<file path="src/rtl/multi_sweep_pkg.sv">
// Shared types and constants for the multiplier sweep checker.
// Holds the sweep FSM state type, default parameter values and
// helpers that derive the product and error-count widths from WIDTH.
package multi_sweep_pkg;

    typedef enum logic [1:0] {
        IDLE  = 2'd0,
        DRIVE = 2'd1,
        CHECK = 2'd2,
        DONE  = 2'd3
    } sweep_state_t;

    localparam int DEF_WIDTH    = 4;
    localparam int DEF_SETTLE   = 1;
    localparam int SETTLE_CNT_W = 4;

    function automatic int prod_width(input int width);
        return 2 * width;
    endfunction

    function automatic int count_width(input int width);
        return 2 * width + 1;
    endfunction

endpackage

</file>
<file path="src/rtl/multi_sweep_expgen.sv">
// Operand counters and additive expected-product register.
// a is the inner loop and b the outer; the expected product follows a*b
// using only additions, so no multiplier is needed inside the checker.
module multi_sweep_expgen
    import multi_sweep_pkg::*;
#(
    parameter int WIDTH = DEF_WIDTH
) (
    input  logic                 clk,
    input  logic                 rst_n,
    input  logic                 clear,
    input  logic                 advance,
    output logic [WIDTH-1:0]     a,
    output logic [WIDTH-1:0]     b,
    output logic [2*WIDTH-1:0]   expected,
    output logic                 last
);

    localparam logic [WIDTH-1:0] OP_MAX = '1;
    localparam logic [WIDTH-1:0] OP_ONE = WIDTH'(1);

    // Step to the next vector, adding b to the running product while a increments
    always_ff @(posedge clk or negedge rst_n) begin
        if (!rst_n) begin
            a        <= '0;
            b        <= '0;
            expected <= '0;
        end else if (clear) begin
            a        <= '0;
            b        <= '0;
            expected <= '0;
        end else if (advance) begin
            if (a != OP_MAX) begin
                a        <= a + OP_ONE;
                expected <= expected + {{WIDTH{1'b0}}, b};
            end else begin
                a        <= '0;
                b        <= b + OP_ONE;
                expected <= '0;
            end
        end
    end

    assign last = (a == OP_MAX) && (b == OP_MAX);

endmodule

</file>
<file path="config.mk">
export PLATFORM = sky130hd
export DESIGN_NAME = multi_sweep_expgen
export DESIGN_NICKNAME = d
export VERILOG_FILES = /design/src/rtl/multi_sweep_pkg.sv /design/src/rtl/multi_sweep_expgen.sv
export SDC_FILE = /design/constraint.sdc
export NUM_CORES = 1
export LEC_CHECK = 0
export ABC_AREA = 1
export CORE_ASPECT_RATIO = 1.1
export CORE_MARGIN = 2
export CORE_UTILIZATION = 50
export CTS_CLUSTER_SIZE = 12
export DETAILED_ROUTE_END_ITERATION = 12
export GPL_ROUTABILITY_DRIVEN = 0
export PLACE_DENSITY = 0.82
export SLEW_MARGIN = 10
export SYNTH_ARGS = -nofsm -noshare
export SYNTH_HDL_FRONTEND = slang
export SYNTH_SLANG_ARGS = --single-unit
export TNS_END_PERCENT = 20
</file>
<file path="constraint.sdc">
create_clock -name clk -period 4 [get_ports clk]
set_input_delay 0.4 -clock clk [delete_from_list [all_inputs] [get_ports clk]]
set_output_delay 0.4 -clock clk [all_outputs]
set_load 0.05 [all_outputs]
</file>
==> results.toml <==
[die]
top_level_ports = 21
start_util_pct = 52.53
core-area_mm2 = 0.001782
fp.dieArea_mm2 = 0.002234
rows = 16
die_x_um = 45.25
fp.dieH_um = 49.38

[cts]
clock_path_buffers = 2
insertion_delay_ps = 290
cts.clk_slew.worst_paths_ps = 100
cts.sinks = 16
numCtsBuffers = 3
root_buffer = "clkbuf_4"
htreeDepth = 1
post_cts_buffers = 0
cts_tree = "done"
ctsResizeCount = 0
cts_hold_buf = 0

[timing]
max_clock_freq_ghz = 0.3872
setup_viol_count_final = 0
period_share_pct = 64.57
finalHoldViolCount = 0
fin_worst_skew_ps = 4.724
relSlewSlack_pct = 50.95
fin_setup_tns_ps = 0
slew_viol_final = 0
rsz0062_at_grt = "no"
tightest_slew_ps = 733.5
post-route-min-period_ps = 2583

[route]
firstDrtPassIters = 2
wire_per_inst_um = 13.02
drc = 0
vias = 824
vias_per_cell = 5.530
drt_iter0_drc = 8
wl_um = 1940
ant_nets = 0

[synth]
ys_warn_count = 0
synth_edf_count = 0
ys_seq_area_share_pct = 42.78
synth_most_common_cell = "nand2_1"
synth_top_area_share_pct = 42.78
syn_inst = 109
syn_area_um2 = 935.9
yosysUniqueCellTypes = 21
synthTopCellsByArea = "dfrtp_1 43%, nand2_1 10%, ha_1 8.0%, nand3_1 6.4%, a21oi_1 4.3%"
syn_area_per_cell_um2 = 8.586
synth.net_count = 120
postSynth.asyncResetShare_pct = 100.0
ys_top_cells_by_count = "25 x nand2_1, 16 x dfrtp_1, 12 x nand3_1, 9 x inv_1, 9 x nor2_1"
synth_ff_type = "dfrtp_1"
synth.ff_latch_count = 16
yosysTopAreaCell = "dfrtp_1"

[setup_path]
r2r_slack_ps = 2340
r2r-start = "b[0]$_DFFE_PN0P_"
r2r_cells = 6
cp.required_ps = 3600
critPathArrivalTime_ps = 2180
r2r-end = "expected[6]$_DFFE_PN0P_"
path_class = "flop to output pin"
worst-path-max-fanout = 6
cp-start-kind = "flop"
cp-end-kind = "output pin"

[cells_and_area]
fillers = 143
fin_nets = 143
drive_above_1_share_pct = 9.160
final_area_mm2 = 0.001172
num_antenna_cells = 0
register_area_um2 = 400.4
multi_input_area_um2 = 475.5
area_delta_synth_final_pct = 25.27

[global_route]
track_usage_pct = 20.84
grt-ovfl-total = 0
first_global_vias = 827
grt_max_degree = 17
antenna_found_initial = 0
grt_pass1_wl_um = 3477

[power]
leakage_nw = 0.5528
power_density_mw_per_mm2 = 340.4
max-vdd-ir-drop_mv = 0.2320

[run_status]
status = "complete, no violations"

[place]
placed_area_mm2 = 0.001136
dp_hpwl_um = 1511
io_buffers = 20

[flow_run]
maxCapViolCount = 0

[min_path]
min_path_type = "primary input to async pin"
-- worst max-delay path by stage --
stage / slack, ps / startpoint / endpoint
floorplan: 1030 / b[1]$_DFFE_PN0P_ / last
global placement: 1760 / b[1]$_DFFE_PN0P_ / last
detailed placement: 1760 / b[1]$_DFFE_PN0P_ / last
CTS: 1400 / b[1]$_DFFE_PN0P_ / last
global route: 1290 / b[1]$_DFFE_PN0P_ / last
finish: 1420 / b[1]$_DFFE_PN0P_ / last
-- critical path, stage by stage, from the launching register on --
cell             delay, ps
dfrtp_1                470
ha_1                   180
inv_1                   60
nor4_1                 310
clkdlybuf4s50_1        860
-- metrics by stage --
stage               hold WS (ps)  total power [W]  setup slack (ps)  utilization, %  std cells
floorplan                  104.4        0.0002589              1035               -        109
global placement           498.9        0.0002911              1758           63.76        145
detailed placement         514.6        0.0002946              1760           63.76        145
CTS                        537.0        0.0004026              1404           65.80        149
global route               586.3        0.0004189              1289           65.80        149
finish                     533.6        0.0003991              1417           65.80        149
-- flip-flops by register name, summed over array words and instances, names as in the netlist --
signal / flops
expected: 8
a: 4
b: 4
-- routing by layer --
layer / global-route usage, % / vias to the layer above / routed length [um] / share of wire, %
met1: 25.71 / 389 / 844 / 44
met2: 35.95 / 20 / 992 / 51
met4: 6.863 / 0 / 27 / 1.4
met3: 2.963 / 5 / 75 / 3.9
li1: - / 410 / - / -
met5: 0 / - / 0 / 0
-- logic make-up (layout without fill, tap and decap cells) --
logic type	count (synthesis)	after routing	synth area share, %
simple gates	54	54	27.94
compound gates	17	17	9.893
fa+ha+maj	7	7	10.16
xor+xnor	3	3	2.808
flops	16	16	42.78
buf+inv	12	34	6.416
-- report_power, final --
part / leakage (nW) / switching, W / total [W] / internal [W]
combinational: 0.314 / 0.0000689 / 0.000106 / 0.0000366
sequential: 0.218 / 0.0000132 / 0.000185 / 0.000171
clock: 0.0210 / 0.0000535 / 0.000109 / 0.0000555
total: 0.553 / 0.000136 / 0.000399 / 0.000263
-- area by class of cell --
type	instances	share of cell area, %
inverters	10	3.202
repair buffers	20	17.08
clock buffers	4	3.095
flip-flops and latches	16	34.15
well taps	18	1.921
multi-input cells	81	40.56
-- layout by cell type (no fill, tap or decap), drive strengths merged --
cell type	n
xor2	1
ha	6
fa	1
nor3	2
o21ai	7
nor2	10
clkdlybuf4s50	20
a22o	2
inv	10
xnor2	2
dfrtp	16
nor4	1
a21oi	8
nor3b	2
nand2	26
clkbuf	4
nand3	13
No activity file was read; power rests on OpenSTA's default activity.
==> variant 1 (config.mk and constraints unchanged) <==
Change the package constant `DEF_WIDTH` from 4 to 3.
--- a/src/rtl/multi_sweep_pkg.sv
+++ b/src/rtl/multi_sweep_pkg.sv
@@ -10,7 +10,7 @@
         DONE  = 2'd3
     } sweep_state_t;
 
-    localparam int DEF_WIDTH    = 4;
+    localparam int DEF_WIDTH    = 3;
     localparam int DEF_SETTLE   = 1;
     localparam int SETTLE_CNT_W = 4;
 
Interface: changed (resized a, b and expected); port bits go from 21 to 17. The function was not compared with the original's and may differ.
==> variant 1 against the unedited design <==
  * Wire length down 31%
  * Sequential cell count is 4 lower
  * Synthesized area decreased by 28%
  * First-iteration DRC count shrank 38%
  * Worst setup slack gained 260 ps
  * Final cell count fell by 26%
  * Design area fell by 25%
  * Largest power group unchanged
  * Global-route usage decreased by 1.3 points
  * Power decreased by 14%
  * Sequential share of layout area rose by 0.085 points
==> variant 1: results (changes against the unedited design) <==
Run status
  • Result of the run: finished, final reports clean (unchanged)

Run
  • Max cap viols: 0 (unchanged)

Synthesis
  • Register area share after synthesis: 0.444 (was 0.428)
  • Cell variety after synth: 16 (was 21)
  • Most frequent cells after synthesis: nand2_1, dfrtp_1, nand3_1 (unchanged)
  • Syn Area/Cell: 8.89 sq um (was 8.59 sq um)
  • Synth top area cells: dfrtp_1, ha_1, nand2_1 (was dfrtp_1, nand2_1, ha_1)
  • Post-Syn Nets: 88 (was 120)

Setup path
  • Delay-heaviest family, CP: buffers and inverters (unchanged)
  • R2r setup slk: 2460 ps (was 2340 ps)
  • Crit-path max FO: 5 (was 6)
  • Worst R2R End: expected[4] (was expected[6])
  • Slowest stage delay, CP: 780 ps (was 860 ps)
  • Worst Path Arrival: 1920 ps (was 2180 ps)

STA
  • Maximum clock frequency: 431 MHz (was 387 MHz)
  • Clk_skew: 3.94 ps (was 4.72 ps)
  • Slew margin rel.: 0.626 (was 0.509)

Placement
  • Place WS: 1980 ps (was 1760 ps)
  • Dpl hpwl: 1040 um (was 1510 um)
  • I/O Buffers: 16 (was 20)
  • DP Area: 855 sq um (was 1140 sq um)
  • Placed instance count: 107 (was 145)

Global routing
  • Vias in the first global route: 505 (was 827)
  • Initial antenna violation count: 0 (unchanged)
  • Global-route wire length before repair: 2180 um (was 3480 um)
  • GRT Util Overall: 0.196 (was 0.208)
  • Largest net degree at the start of global routing: 13 (was 17)

Drt
  • Drt pass-1 iters: 4 (was 2)
  • Vias: 567 (was 824)
  • Drt wl/cell: 12.2 um (was 13.0 um)
  • Iter 0 DRT Violations: 5 (was 8)

Power
  • Psw: 133 uW (was 136 uW)
  • Static Leak: 0.428 nW (was 0.553 nW)
  • Worst vdd ir: 0.190 mV (was 0.232 mV)

Clock network
  • CTS buffer count: 3 (unchanged)
  • H-tree Lvls: 1 (unchanged)
  • CTS-repair resized insts: 0 (unchanged)
  • Worst-path clk slew: 80 ps (was 100 ps)
  • Clk_lat worst skew: 280 ps

Finish
  • Finished Layout Cells: 110 (was 149)
  • Top Registers: expected x6, a x3, b x3 (was expected x8, a x4, b x4)
  • Share of layout cells above drive strength 1: 0.0947 (was 0.0916)

Worst hold path
  • Hold crit path type: input pin to asynchronous set/reset pin (unchanged)
variant 1: cell count changes after synthesis, moves of 3 or more:
cell     delta
o21ai_1     -3
nand3_1     -3
nor2_1      -6
dfrtp_1     -4
nand2_1     -6
a21oi_1     -5
variant 1: kinds of logic (layout without fill, tap and decap cells):
kind of cell	after synthesis	in the layout	synth area share
simple gates	33	33	0.220
flops	12	12	0.444
compound gates	11	11	0.102
buf+inv	11	30	0.0611
fa+ha+maj	8	8	0.159
xor+xnor	1	1	0.0130
variant 1: area by class of cell:
| cell class | count | area, sq um |
|---|---|---|
| fill | 95 | 343 |
| timing repair buffer | 16 | 160 |
| clock buffer | 3 | 22.5 |
| sequential | 12 | 300 |
| tap | 15 | 18.8 |
| multi-input combinational | 53 | 334 |
| inverter | 11 | 41.3 |
variant 1: power groups by stage:
| stage | Clock [mW] | Sequential (mW) | Combinational (mW) |
|---|---|---|---|
| 2_1_floorplan | 0 | 0.190 | 0.0372 |
| 3_3_place_gp | 0 | 0.149 | 0.117 |
| 3_5_place_dp | 0 | 0.150 | 0.118 |
| 4_1_cts | 0.0772 | 0.148 | 0.118 |
| 5_1_grt | 0.0824 | 0.150 | 0.129 |
| 6_report | 0.0781 | 0.147 | 0.117 |
variant 1: metal layers:
layer / routed length, um / track usage
met1: 625 / 0.269
met2: 625 / 0.270
met3: 49 / 0.0319
met4: 38 / 0.138
met5: 0 / 0
variant 1: worst min-delay path by stage:
stage	start	end	slack, ps	cells past startpoint
after floorplan	rst_n	a[0]	100	0
after global placement	a[2]	a[2]	500	2
after detailed placement	a[1]	a[1]	510	2
after CTS	rst_n	a[0]	490	1
after global routing	rst_n	a[0]	520	1
final	rst_n	a[0]	470	1
==> variant 2 (same settings) <==
Made on the original files. Register the inputs `clear` and `advance` before use, without a reset. The logic sees them one clock later.
--- a/src/rtl/multi_sweep_expgen.sv
+++ b/src/rtl/multi_sweep_expgen.sv
@@ -19,17 +19,25 @@
     localparam logic [WIDTH-1:0] OP_MAX = '1;
     localparam logic [WIDTH-1:0] OP_ONE = WIDTH'(1);
 
+    logic clear_q;
+    logic advance_q;
+
+    always_ff @(posedge clk) begin
+        clear_q   <= clear;
+        advance_q <= advance;
+    end
+
     // Step to the next vector, adding b to the running product while a increments
     always_ff @(posedge clk or negedge rst_n) begin
         if (!rst_n) begin
             a        <= '0;
             b        <= '0;
             expected <= '0;
-        end else if (clear) begin
+        end else if (clear_q) begin
             a        <= '0;
             b        <= '0;
             expected <= '0;
-        end else if (advance) begin
+        end else if (advance_q) begin
             if (a != OP_MAX) begin
                 a        <= a + OP_ONE;
                 expected <= expected + {{WIDTH{1'b0}}, b};
Check against the original RTL: not equivalent (Yosys sat finds a counterexample within 4 cycles, from zero or initial values and one cycle with rst_n low).
==> variant 2 against the unedited design <==
  * Power up 3.2%
  * Maximum frequency fell by 1.7%
  * Critical path type unchanged
  * Design area grew 2.6%
  * Wire length increased by 1.8%
  * Synthesized area increased by 4.3%
  * Non-clock buffer count is the same
  * Worst setup slack worse by 44 ps
  * Sequential cell count grew 2
  * Highest routed layer unchanged
==> variant 2: results (changes against the unedited design) <==
Power
  • Static Leak: 0.564 nW (was 0.553 nW)

Global routing
  • Met1 Resource Use GR: 0.260 (was 0.257)
  • Vias in the first global route: 830 (was 827)
  • GR Util met3: 0.0540 (was 0.0296)
  • GRT Util Overall: 0.209 (was 0.208)
  • Global-route wire length before repair: 3470 um (was 3480 um)

Finish
  • Final nets: 145 (was 143)
  • Final instance area: 1200 sq um (was 1170 sq um)
  • Share of layout cells above drive strength 1: 0.0827 (was 0.0916)
  • Finished Layout Cells: 151 (was 149)
  • Clk tree area frac: 0.0219 (was 0.0309)
  • Fraction of area in registers: 0.366 (was 0.342)
  • Fillers: 153 (was 143)

Drt
  • Drt pass-1 iters: 4 (was 2)
  • Routed length on met1: 881 um (was 844 um)
  • Routed length on met2: 986 um (was 992 um)
  • Routed WL: 1980 um (was 1940 um)
  • Vias: 822 (was 824)
  • Met3 WL post-DR: 69 um (was 75 um)
  • Iter 0 DRT Violations: 20 (was 8)

Run status
  • Result of the run: finished, final reports clean (unchanged)

Synthesis
  • Syn Area/Cell: 8.79 sq um (was 8.59 sq um)
  • Synth top area cells: dfrtp_1, nand2_1, ha_1 (unchanged)
  • Synth async-reset ratio: 0.889 (was 1.00)
  • Register area share after synthesis: 0.451 (was 0.428)
  • Synth Register Bits: 18 (was 16)
  • Cell variety after synth: 22 (was 21)

STA
  • WHS: 523 ps (was 534 ps)
  • Clk_skew: 4.88 ps (was 4.72 ps)

Placement
  • DP Area: 1180 sq um (was 1140 sq um)
  • Place WS: 1730 ps (was 1760 ps)

Setup path
  • Worst Path Arrival: 2230 ps (was 2180 ps)
==> variant 2: cell count changes in the layout (fill, tap and decap cells not counted) <==
cell	before	now
clkbuf_8	1	0
dfxtp_1	0	2
clkbuf_1	0	1
==> variant 2: power groups by stage <==
stage | Combinational [mW] | Clock, mW | Sequential [mW]
5_1_grt | 0.116 | 0.112 | 0.209
4_1_cts | 0.108 | 0.0997 | 0.208
6_report | 0.107 | 0.0975 | 0.207
3_3_place_gp | 0.104 | 0 | 0.209
3_5_place_dp | 0.108 | 0 | 0.211
2_1_floorplan | 0.0381 | 0 | 0.243
==> variant 2: cell families after synthesis <==
kind of cell,count (synthesis),synth area share
flip-flops,18,0.451
buffers and inverters,12,0.0615
AND/OR/NAND/NOR,54,0.268
AO/OA/AOI/OAI,17,0.0949
adder cells (fa/ha/maj),7,0.0974
XOR/XNOR,3,0.0269
